[src/rtl/uart_pkg.sv]
// Shared types and constants for the UART transmit controller: FSM states,
// default bus addresses and the status word layout.
package uart_pkg;

  typedef enum logic [1:0] {
    IDLE  = 2'd0,
    START = 2'd1,
    DATA  = 2'd2,
    STOP  = 2'd3
  } state_e;

  localparam logic [31:0] ADDR_DATA = 32'h0000_002a;
  localparam logic [31:0] ADDR_STAT = 32'h0000_002b;

  localparam int STAT_BUSY  = 0;
  localparam int STAT_EMPTY = 1;
  localparam int STAT_FULL  = 2;
  localparam int STAT_OVF   = 3;

  function automatic logic [3:0] pack_status(input logic ovf, input logic full,
                                             input logic empty, input logic busy);
    logic [3:0] s;
    s            = '0;
    s[STAT_OVF]   = ovf;
    s[STAT_FULL]  = full;
    s[STAT_EMPTY] = empty;
    s[STAT_BUSY]  = busy;
    return s;
  endfunction

endpackage

[src/rtl/uart_tx_ctrl_if.sv]
// CPU data bus plus serial-line observation signals of the UART transmitter.
// master = bus initiator / observer, slave = the controller.
interface uart_tx_ctrl_if;
  logic [31:0] M_addr;
  logic        M_WE;
  logic        M_RE;
  logic [31:0] M_WData;
  logic [31:0] M_RData;
  logic        TxD;
  logic [7:0]  txd_buffer;
  logic        busy;

  modport master (
    output M_addr, M_WE, M_RE, M_WData,
    input  M_RData, TxD, txd_buffer, busy
  );

  modport slave (
    input  M_addr, M_WE, M_RE, M_WData,
    output M_RData, TxD, txd_buffer, busy
  );
endinterface

[src/rtl/sync_fifo.sv]
// First-word-fall-through FIFO; push/pop take effect at the clock edge, dout shows the head.
// Push on full is ignored unless a pop happens in the same cycle; pop on empty is ignored.
module sync_fifo #(
  parameter int WIDTH = 8,
  parameter int DEPTH = 8
) (
  input  logic             clk,
  input  logic             rst,
  input  logic             push,
  input  logic             pop,
  input  logic [WIDTH-1:0] din,
  output logic [WIDTH-1:0] dout,
  output logic             full,
  output logic             empty
);

  localparam int AW = $clog2(DEPTH);

  logic [AW:0]      wr_ptr_q;
  logic [AW:0]      rd_ptr_q;
  logic [WIDTH-1:0] mem_q [DEPTH];
  logic             wr_en;
  logic             rd_en;

  // Extra pointer MSB tells full from empty when the index bits match.
  assign empty = (wr_ptr_q == rd_ptr_q);
  assign full  = (wr_ptr_q[AW] != rd_ptr_q[AW]) &&
                 (wr_ptr_q[AW-1:0] == rd_ptr_q[AW-1:0]);
  assign wr_en = push && (!full || pop);
  assign rd_en = pop && !empty;
  assign dout  = mem_q[rd_ptr_q[AW-1:0]];

  always_ff @(posedge clk or posedge rst) begin
    if (rst) begin
      wr_ptr_q <= '0;
      rd_ptr_q <= '0;
    end else begin
      if (wr_en) wr_ptr_q <= wr_ptr_q + (AW+1)'(1);
      if (rd_en) rd_ptr_q <= rd_ptr_q + (AW+1)'(1);
    end
  end

  always_ff @(posedge clk) begin
    if (wr_en) mem_q[wr_ptr_q[AW-1:0]] <= din;
  end

endmodule

[src/rtl/uart_tx_ctrl.sv]
// Memory-mapped 8N1 UART transmitter: bus writes queue bytes, TxD falls one edge after
// the first write; a full FIFO drops writes and sets a sticky overflow flag.
module uart_tx_ctrl #(
  parameter int          CLK_DIV   = 87,
  parameter int          DEPTH     = 8,
  parameter logic [31:0] ADDR_DATA = uart_pkg::ADDR_DATA,
  parameter logic [31:0] ADDR_STAT = uart_pkg::ADDR_STAT
) (
  input  logic           clk,
  input  logic           reset,
  uart_tx_ctrl_if.slave  bus
);
  import uart_pkg::*;

  localparam int          BW        = $clog2(CLK_DIV);
  localparam logic [BW-1:0] BAUD_LAST = BW'(CLK_DIV - 1);

  state_e        state_q;
  logic [BW-1:0] baud_q;
  logic [2:0]    bit_q;
  logic [7:0]    shift_q;
  logic [7:0]    txbuf_q;
  logic          txd_q;
  logic          ovf_q;
  logic          ovf_d;

  logic          push_req;
  logic          stat_wr;
  logic          baud_last;
  logic          fifo_pop;
  logic          fifo_full;
  logic          fifo_empty;
  logic [7:0]    fifo_dout;
  logic          busy;
  logic [3:0]    status;
  logic          unused_bits;

  assign push_req  = bus.M_WE && (bus.M_addr == ADDR_DATA);
  assign stat_wr   = bus.M_WE && (bus.M_addr == ADDR_STAT);
  assign baud_last = (baud_q == BAUD_LAST);
  // The head is taken either from idle or exactly at the end of a stop bit.
  assign fifo_pop  = !fifo_empty &&
                     ((state_q == IDLE) || ((state_q == STOP) && baud_last));

  sync_fifo #(.WIDTH(8), .DEPTH(DEPTH)) u_fifo (
    .clk   (clk),
    .rst   (reset),
    .push  (push_req),
    .pop   (fifo_pop),
    .din   (bus.M_WData[7:0]),
    .dout  (fifo_dout),
    .full  (fifo_full),
    .empty (fifo_empty)
  );

  // A set from a dropped byte wins over a same-cycle clear.
  always_comb begin
    ovf_d = ovf_q;
    if (stat_wr && bus.M_WData[STAT_OVF]) ovf_d = 1'b0;
    if (push_req && fifo_full && !fifo_pop) ovf_d = 1'b1;
  end

  always_ff @(posedge clk or posedge reset) begin
    if (reset) ovf_q <= 1'b0;
    else       ovf_q <= ovf_d;
  end

  always_ff @(posedge clk or posedge reset) begin
    if (reset) begin
      state_q <= IDLE;
      baud_q  <= '0;
      bit_q   <= '0;
      shift_q <= '0;
      txbuf_q <= '0;
      txd_q   <= 1'b1;
    end else begin
      case (state_q)
        IDLE: begin
          baud_q <= '0;
          txd_q  <= 1'b1;
          if (fifo_pop) begin
            shift_q <= fifo_dout;
            txbuf_q <= fifo_dout;
            txd_q   <= 1'b0;
            state_q <= START;
          end
        end
        START: begin
          if (baud_last) begin
            baud_q  <= '0;
            bit_q   <= '0;
            txd_q   <= shift_q[0];
            state_q <= DATA;
          end else begin
            baud_q <= baud_q + BW'(1);
          end
        end
        DATA: begin
          if (baud_last) begin
            baud_q <= '0;
            if (bit_q == 3'd7) begin
              txd_q   <= 1'b1;
              state_q <= STOP;
            end else begin
              bit_q <= bit_q + 3'd1;
              txd_q <= shift_q[bit_q + 3'd1];
            end
          end else begin
            baud_q <= baud_q + BW'(1);
          end
        end
        STOP: begin
          if (baud_last) begin
            baud_q <= '0;
            if (fifo_pop) begin
              shift_q <= fifo_dout;
              txbuf_q <= fifo_dout;
              txd_q   <= 1'b0;
              state_q <= START;
            end else begin
              state_q <= IDLE;
            end
          end else begin
            baud_q <= baud_q + BW'(1);
          end
        end
        default: begin
          state_q <= IDLE;
          txd_q   <= 1'b1;
        end
      endcase
    end
  end

  assign busy   = (state_q != IDLE) || !fifo_empty;
  assign status = pack_status(ovf_q, fifo_full, fifo_empty, busy);

  assign bus.M_RData    = (bus.M_addr == ADDR_STAT) ? {28'b0, status} : 32'b0;
  assign bus.TxD        = txd_q;
  assign bus.txd_buffer = txbuf_q;
  assign bus.busy       = busy;

  // Reads have no side effects and only the low data byte is ever stored.
  assign unused_bits = ^{bus.M_RE, bus.M_WData[31:8]};

endmodule

[src/flat_wrapper.sv]
// flat-port wrapper written by rule: the top's interface ports become plain ports
module uart_tx_ctrl_flat import uart_pkg::*;
#(
  parameter int          CLK_DIV   = 87,
  parameter int          DEPTH     = 8,
  parameter logic [31:0] ADDR_DATA = uart_pkg::ADDR_DATA,
  parameter logic [31:0] ADDR_STAT = uart_pkg::ADDR_STAT
)
  (clk, reset, bus_M_addr, bus_M_WE, bus_M_RE, bus_M_WData, bus_M_RData, bus_TxD, bus_txd_buffer, bus_busy);
  uart_tx_ctrl_if bus_i ();
  input  logic clk;
  input  logic reset;
  input wire logic [$bits(bus_i.M_addr)-1:0] bus_M_addr;
  input wire logic [$bits(bus_i.M_WE)-1:0] bus_M_WE;
  input wire logic [$bits(bus_i.M_RE)-1:0] bus_M_RE;
  input wire logic [$bits(bus_i.M_WData)-1:0] bus_M_WData;
  output wire logic [$bits(bus_i.M_RData)-1:0] bus_M_RData;
  output wire logic [$bits(bus_i.TxD)-1:0] bus_TxD;
  output wire logic [$bits(bus_i.txd_buffer)-1:0] bus_txd_buffer;
  output wire logic [$bits(bus_i.busy)-1:0] bus_busy;
  assign bus_i.M_addr = bus_M_addr;
  assign bus_i.M_WE = bus_M_WE;
  assign bus_i.M_RE = bus_M_RE;
  assign bus_i.M_WData = bus_M_WData;
  assign bus_M_RData = bus_i.M_RData;
  assign bus_TxD = bus_i.TxD;
  assign bus_txd_buffer = bus_i.txd_buffer;
  assign bus_busy = bus_i.busy;
  uart_tx_ctrl #(.CLK_DIV(CLK_DIV), .DEPTH(DEPTH), .ADDR_DATA(ADDR_DATA), .ADDR_STAT(ADDR_STAT)) u_core (.clk(clk), .reset(reset), .bus(bus_i));
endmodule
[config.mk]
export PLATFORM = sky130hd
export DESIGN_NAME = uart_tx_ctrl_flat
export DESIGN_NICKNAME = d
export VERILOG_FILES = /design/src/rtl/uart_pkg.sv /design/src/rtl/uart_tx_ctrl_if.sv /design/src/rtl/sync_fifo.sv /design/src/rtl/uart_tx_ctrl.sv /design/src/flat_wrapper.sv
export SDC_FILE = /design/constraint.sdc
export NUM_CORES = 1
export LEC_CHECK = 0
export CORE_MARGIN = 10
export CORE_UTILIZATION = 30
export DETAILED_ROUTE_END_ITERATION = 12
export SKIP_LAST_GASP = 1
export SLEW_MARGIN = 10
export SYNTH_ARGS = -nofsm -noshare
export SYNTH_HDL_FRONTEND = slang
export SYNTH_SLANG_ARGS = --single-unit
export TNS_END_PERCENT = 20
[constraint.sdc]
create_clock -name clk -period 4.9 [get_ports clk]
set_input_delay 0.98 -clock clk [delete_from_list [all_inputs] [get_ports clk]]
set_output_delay 0.98 -clock clk [all_outputs]
set_load 0.01 [all_outputs]
==> metrics.md, run 1 <==
| Metric | Value |
|---|---|
| Pre-antenna DRT Iters | 4 |
| Synth warn | 0 |
| Hold_buf cts | 0 |
| Cell Pwr Density | 321 nW/um^2 |
| Core area | 14500 um^2 |
| Area fraction of the dominant cell type after synthesis | 0.431 |
| Unrepaired setup endpoints after global routing | false |
| EDFF count, synth | 64 |
| Resized cells post-CTS | 0 |
| Most numerous cell in the Yosys netlist | edfxtp_1 |
| Final Hold Fails | 0 |
| Layout fillers | 1359 |
| Layout overhead on the synthesized area | 22.1% |
| Post-DR vias/cell | 4.63 |
| Synth area leader | edfxtp_1 |
| Post-synth ARST share | 0.319 |
| Ant diodes | 0 |
| Largest family of logic cells by synthesized area | multiplexers |
| Clock buffer depth | 2 |
| Register area | between 2000 and 3000 um^2 |
| Vias | around 2.6k |
| Skew final | 0.00733 ns |
| Startpoint types | input port |
| Crit-path cells | clkdlybuf4s50_1 > nor4_1 > nand4_1 > nor2_1 > nand2_1 > nor2_1 > clkdlybuf4s50_1 |
| Die Footprint | between 20000 and 25000 um^2 |
| Initial Util | 0.307 |
| Post-route DRC violation count | 0 |
| Max-cap violations | 0 |
| Leakage power | 1.94 nW |
| CTS sink count | 94 |
| Area contributors post-synth | edfxtp_1 (43%), dfrtp_1 (16%), mux4_2 (5.6%), buf_4 (4.7%), mux4_1 (4.1%) |
| Worst-Margin Slew | 0.878 ns |
| Number of global-route vias before repair | 2784 |
| Initial drt markers | 132 |
| Final setup vio count | 0 |
| Clock root buffer | clkbuf_16 |
| DR WL/cell | 16.6 um |
| Main synth FF type | edfxtp_1 |
| Post-DRT Antenna Nets | 0 |
| Post-Syn Area per Cell | 14.6 um^2 |
| Setup CP Type | input port to primary output |
| Routed WL | 9280 um |
| FMAX | 0.257 GHz |
| Final min period | 3.90 ns |
| Hold Path Class | flop to flop |
| Die Width | roughly 140 um |
| Post-route cell area | 5440 um^2 |
| Antenna violations before repair | 0 |
| Multiplexer share of the synthesized area | 0.123 |
| Largest net degree at the start of global routing | 31 |
| Worst-Skew Late Latency | 0.34 ns |
| Tot Pwr | between 1.5 and 2 mW |
| Post-CTS Setup Bufs | 0 |
| Mapped cell area | around 4500 um^2 |
| #FFs+latches synth | 94 |
| Arrival time at the worst endpoint | 2.92 ns |
| H-tree depth | 3 |
| VDD IR max | 0.215 mV |
| Critical path peak fanout | 3 |
| Slew Viols, Final | 0 |
| Clk slew on worst S/H paths | 0.07 ns |
| Post-synth top cells | edfxtp_1 (64), dfrtp_1 (29), buf_4 (28) |
| I/O pins | 110 |
| Die height | 142 um |
| Placed insts | around 540 |
| Area post-placement | 5150 um^2 |
| Synth Instances | 305 |
| Crit share post-route | 0.796 |
| Worst Setup End Kind | primary output |
| Slew HR | 0.411 |
| Simple-gate share of the synthesized area | 0.0896 |
| Grt ovf | 0 |
| Slowest CP cell | clkdlybuf4s50_1 |
| Footprint of the multi-input gates | between 1500 and 2000 um^2 |
| GP Congestion | 0.738 |
| First-pass GRT wire length | 14900 um |
| Sequential share of the synthesized area | 0.600 |
| Synth Area in Compound Gates | 0.0463 |
| Port Buffers | 56 |
| Detailed Place HPWL | about 6600 um |
| Crit path largest cell delay | approximately 0.56 ns |
| Outcome | complete, no violations |
| Total global-route track usage | 0.0945 |
| Finished Layout Cells | 558 |
| Final #Nets | approximately 450 |
| Synth cell types | 49 |
| DP Worst Slack | roughly 1 ns |
| Total CTS buffers | 9 |
| Required @ worst endpoint | 3.92 ns |
| Setup WS post-layout | 1.00 ns |
| Post-Synth Adder-Cell Area | 0.0309 |
| Crit path max-delay family | simple AND/OR/NAND/NOR gates |
| Setup TNS | 0 ns |
| CTS tree | yes |
| Post-Synth XOR/XNOR Area | 0.0371 |
| Rows | 44 |
| Buf+Inv Stages, Crit Path | 2 |
| Layout cells sized above 1 | 0.136 |
## cells in the final DEF (no fill, tap or decap), types with 2 or more instances in the layout
master,n
a22oi_1,2
inv_6,3
ha_1,11
conb_1,28
nor4_1,12
edfxtp_1,64
mux2i_1,9
xnor2_2,2
buf_4,10
inv_8,2
nand2_1,19
mux4_1,7
nor2_1,16
xnor2_1,10
nand3_1,2
nor3_1,4
inv_1,12
clkbuf_16,9
dfrtp_1,29
o21a_1,2
nand4b_1,4
and3_1,2
a211oi_1,2
nor3_2,2
xor2_1,2
a21oi_1,2
o2bb2ai_1,2
or2_2,2
nand4_1,4
o21ai_0,13
clkdlybuf4s50_1,56
mux4_2,11
## cell type report
class | count | share of cell area
inverters | 12 | 0.00828
repair buffers | 66 | 0.117
clock inverters | 7 | 0.0115
multi-input cells | 186 | 0.288
flip-flops and latches | 94 | 0.492
well taps | 184 | 0.0423
clock buffers | 9 | 0.0414
## cells by family after synthesis
logic type / count (synthesis)
other: 1
xor gates and xnor gates: 15
DFF: 94
adders and majority gates: 11
buffers and inverters: 52
AOI/OAI and AO/OA: 31
muxes: 29
and+or+nand+nor: 72
## flip-flops by register name (all words and copies together) (netlist names)
| name | count |
|---|---|
| u_core.u_fifo.mem_q | 64 |
| u_core.bus.TxD | 1 |
| u_core.baud_q | 7 |
| u_core.ovf_q | 1 |
| u_core.state_q | 2 |
| u_core.u_fifo.wr_ptr_q | 4 |
| u_core.u_fifo.rd_ptr_q | 4 |
| u_core.bus.txd_buffer | 8 |
| u_core.bit_q | 3 |
## where the power goes
| group | switching, mW | internal (mW) |
|---|---|---|
| sequential | 0.0267 | 0.876 |
| clock | 0.318 | 0.357 |
| combinational | 0.0724 | 0.0976 |
## worst paths after layout
| kind | start | endpoint | slack [ns] | depth (start not counted) |
|---|---|---|---|---|
| hold / removal | u_core.u_fifo.wr_ptr_q[3] | u_core.u_fifo.wr_ptr_q[3] | 0.49 | 1 |
| hold reg to reg | u_core.u_fifo.wr_ptr_q[3] | u_core.u_fifo.wr_ptr_q[3] | 0.49 | 1 |
| setup reg to reg | u_core.baud_q[0] | u_core.u_fifo.mem_q[7][5] | 2.19 | 7 |
| min in group asynchronous | reset | u_core.baud_q[6] | 1.02 | 3 |
| setup / recovery | bus_M_addr[8] | bus_M_RData[2] | 1.00 | 7 |
| max in group asynchronous | reset | u_core.bus.TxD | 3.56 | 3 |
## through the flow
stage / util / hold WS, ns
5_1_grt: 0.374 / 0.516
3_3_place_gp: 0.354 / 0.464
4_1_cts: 0.374 / 0.494
6_report: 0.374 / 0.491
3_5_place_dp: 0.354 / 0.484
2_1_floorplan: - / 0.447
## metal layers
metal  vias to the layer above  part of all wire  GRT usage
met5                         -                 0          0
met3                         8             0.056     0.0284
met2                        57              0.51      0.163
met1                      1292              0.42      0.112
li1                       1229                 -          -
met4                         0            0.0093     0.0258
Power figures use the tool's default switching activity.
==> run 2, diff against run 1 <==
==> constraint.sdc (replaced) <==
create_clock -name clk -period 3.39 [get_ports clk]
set_input_delay 0.678 -clock clk [delete_from_list [all_inputs] [get_ports clk]]
set_output_delay 0.678 -clock clk [all_outputs]
set_load 0.01 [all_outputs]
==> run 2 against run 1 <==
Register-to-register slack lost 1.3 ns. Core utilization grew 0.17 points. First-iteration DRC count grew 37%. Final cell count grew 0.72%. Power grew 43%. Worst hold slack lost 0.0046 ns. Wire length grew 2.5%. Worst setup slack lost 0.84 ns.
==> metrics.md, run 2 (synthesis results as in run 1) <==
| Metric | Value |
|---|---|
| Slew Viols, Final | 0 |
| Leakage power | between 1.5 and 2 nW |
| Crit share post-route | 0.952 |
| Worst Setup End Kind | primary output |
| DR WL/cell | about 17 um |
| Final Hold Fails | 0 |
| Skew final | 0.00618 ns |
| Final setup vio count | 0 |
| CTS tree | yes |
| Required @ worst endpoint | 2.71 ns |
| Layout cells sized above 1 | 0.143 |
| Port Buffers | 56 |
| Vias | around 2.6k |
| Post-DR vias/cell | 4.67 |
| Ant diodes | 0 |
| Slew HR | 0.431 |
| WHS Path Cells | 1 |
| DP Worst Slack | 0.120 ns |
| Total CTS buffers | 9 |
| Area post-placement | between 5000 and 6000 um^2 |
| GP Congestion | about 0.74 |
| H-tree depth | 3 |
| Final #Nets | approximately 450 |
| Clock buffer depth | 2 |
| Clock root buffer | clkbuf_16 |
| Max-cap violations | 0 |
| Tot Pwr | 2.51 mW |
| Final min period | about 3.2 ns |
| Startpoint types | input port |
| GR Layer Usage met2 | 0.169 |
| GRT Max-Usage Layer | met2 |
| Die Footprint | between 20000 and 25000 um^2 |
| Die height | 142 um |
| Cell Pwr Density | 459 nW/um^2 |
| Post-CTS Setup Bufs | 0 |
| Worst-Skew Late Latency | approximately 0.34 ns |
| I/O pins | 110 |
| Arrival time at the worst endpoint | 2.55 ns |
| GRT met1 Usage | 0.108 |
| Pre-antenna DRT Iters | 4 |
| Max FFs per register | 64 |
| Layout overhead on the synthesized area | 22.6% |
| Hold Path Class | flop to flop |
| Die Width | 142 um |
| Grt met3 use | 0.0347 |
| Number of global-route vias before repair | between 2k and 3k |
| Routed WL | 9510 um |
| FMAX | ~0.31 GHz |
| Post-DRT Antenna Nets | 0 |
| Core area | 14500 um^2 |
| Final Util | 0.376 |
| Finished Layout Cells | 562 |
| Post-route cell area | 5460 um^2 |
| Initial Util | 0.307 |
| Initial drt markers | between 150 and 200 |
| Grt ovf | 0 |
| Most common cell after layout, fill and taps aside | edfxtp_1 |
| Clk slew on worst S/H paths | 0.07 ns |
| Rows | 44 |
| Outcome | complete, no violations |
| Largest net degree at the start of global routing | 31 |
| Post-route DRC violation count | 0 |
| Hold_buf cts | 0 |
| Setup WS post-layout | 0.162 ns |
| VDD IR max | 0.374 mV |
| Antenna violations before repair | 0 |
| Path depth of the worst reg2reg path | 8 |
| Critical path peak fanout | 3 |
| Layout fillers | ~1.4k |
| Setup CP Type | input port to primary output |
| Final hold slack | 0.486 ns |
| Most frequent cells in the layout | edfxtp_1 (64), clkdlybuf4s50_1 (56), dfrtp_1 (29) |
| Unrepaired setup endpoints after global routing | false |
| Placed insts | 546 |
| Setup TNS | 0 ns |
| CTS sink count | 94 |
| First-pass GRT wire length | between 15000 and 20000 um |
| Total global-route track usage | 0.0957 |
| Worst-Margin Slew | 0.848 ns |
| Detailed Place HPWL | roughly 7000 um |
-- run 2: power breakdown --
part | total (mW) | switching, mW | internal (mW)
Clock | 0.955 | 0.447 | 0.507
Combinational | 0.244 | 0.103 | 0.141
Sequential | 1.31 | 0.0417 | 1.27
-- run 2: worst paths after layout --
check                            startpoint  slack, ns                   endpoint
setup reg to reg           u_core.baud_q[0]       0.88  u_core.u_fifo.mem_q[1][2]
hold reg to reg            u_core.baud_q[0]       0.49           u_core.baud_q[0]
hold / removal             u_core.baud_q[0]       0.49           u_core.baud_q[0]
max in group asynchronous             reset       2.36             u_core.bus.TxD
min in group asynchronous             reset       0.71           u_core.baud_q[6]
setup / recovery             bus_M_addr[18]       0.16             bus_M_RData[2]
-- run 2: worst max-delay path, cell delays in order --
cell and delay (ns):
clkdlybuf4s50_1 0.40, nor4_1 0.33, nand4_1 0.19, nor2_1 0.15
nand2_1 0.11, nor2_1 0.13, clkdlybuf4s50_1 0.56
-- run 2: repair_timing --
action,CTS,global route
endpoints found under the setup margin,0,1
gates resized for setup,0,1
endpoints found under the hold margin,0,0
-- run 2: final cells by class --
cell class              instances  area, um^2  share of cell area
inverters                      12        45.0             0.00824
flip-flops and latches         94        2670               0.489
clock inverters                 7        56.3              0.0103
well taps                     184         230              0.0421
repair buffers                 70         666               0.122
clock buffers                   9         225              0.0412
multi-input cells             186        1570               0.287
-- run 2: per-layer routing --
metal | up-vias | wire length [um]
met3 | 6 | 612
met5 | - | 0
met2 | 63 | 5100
met1 | 1319 | 3740
li1 | 1234 | -
met4 | 0 | 53
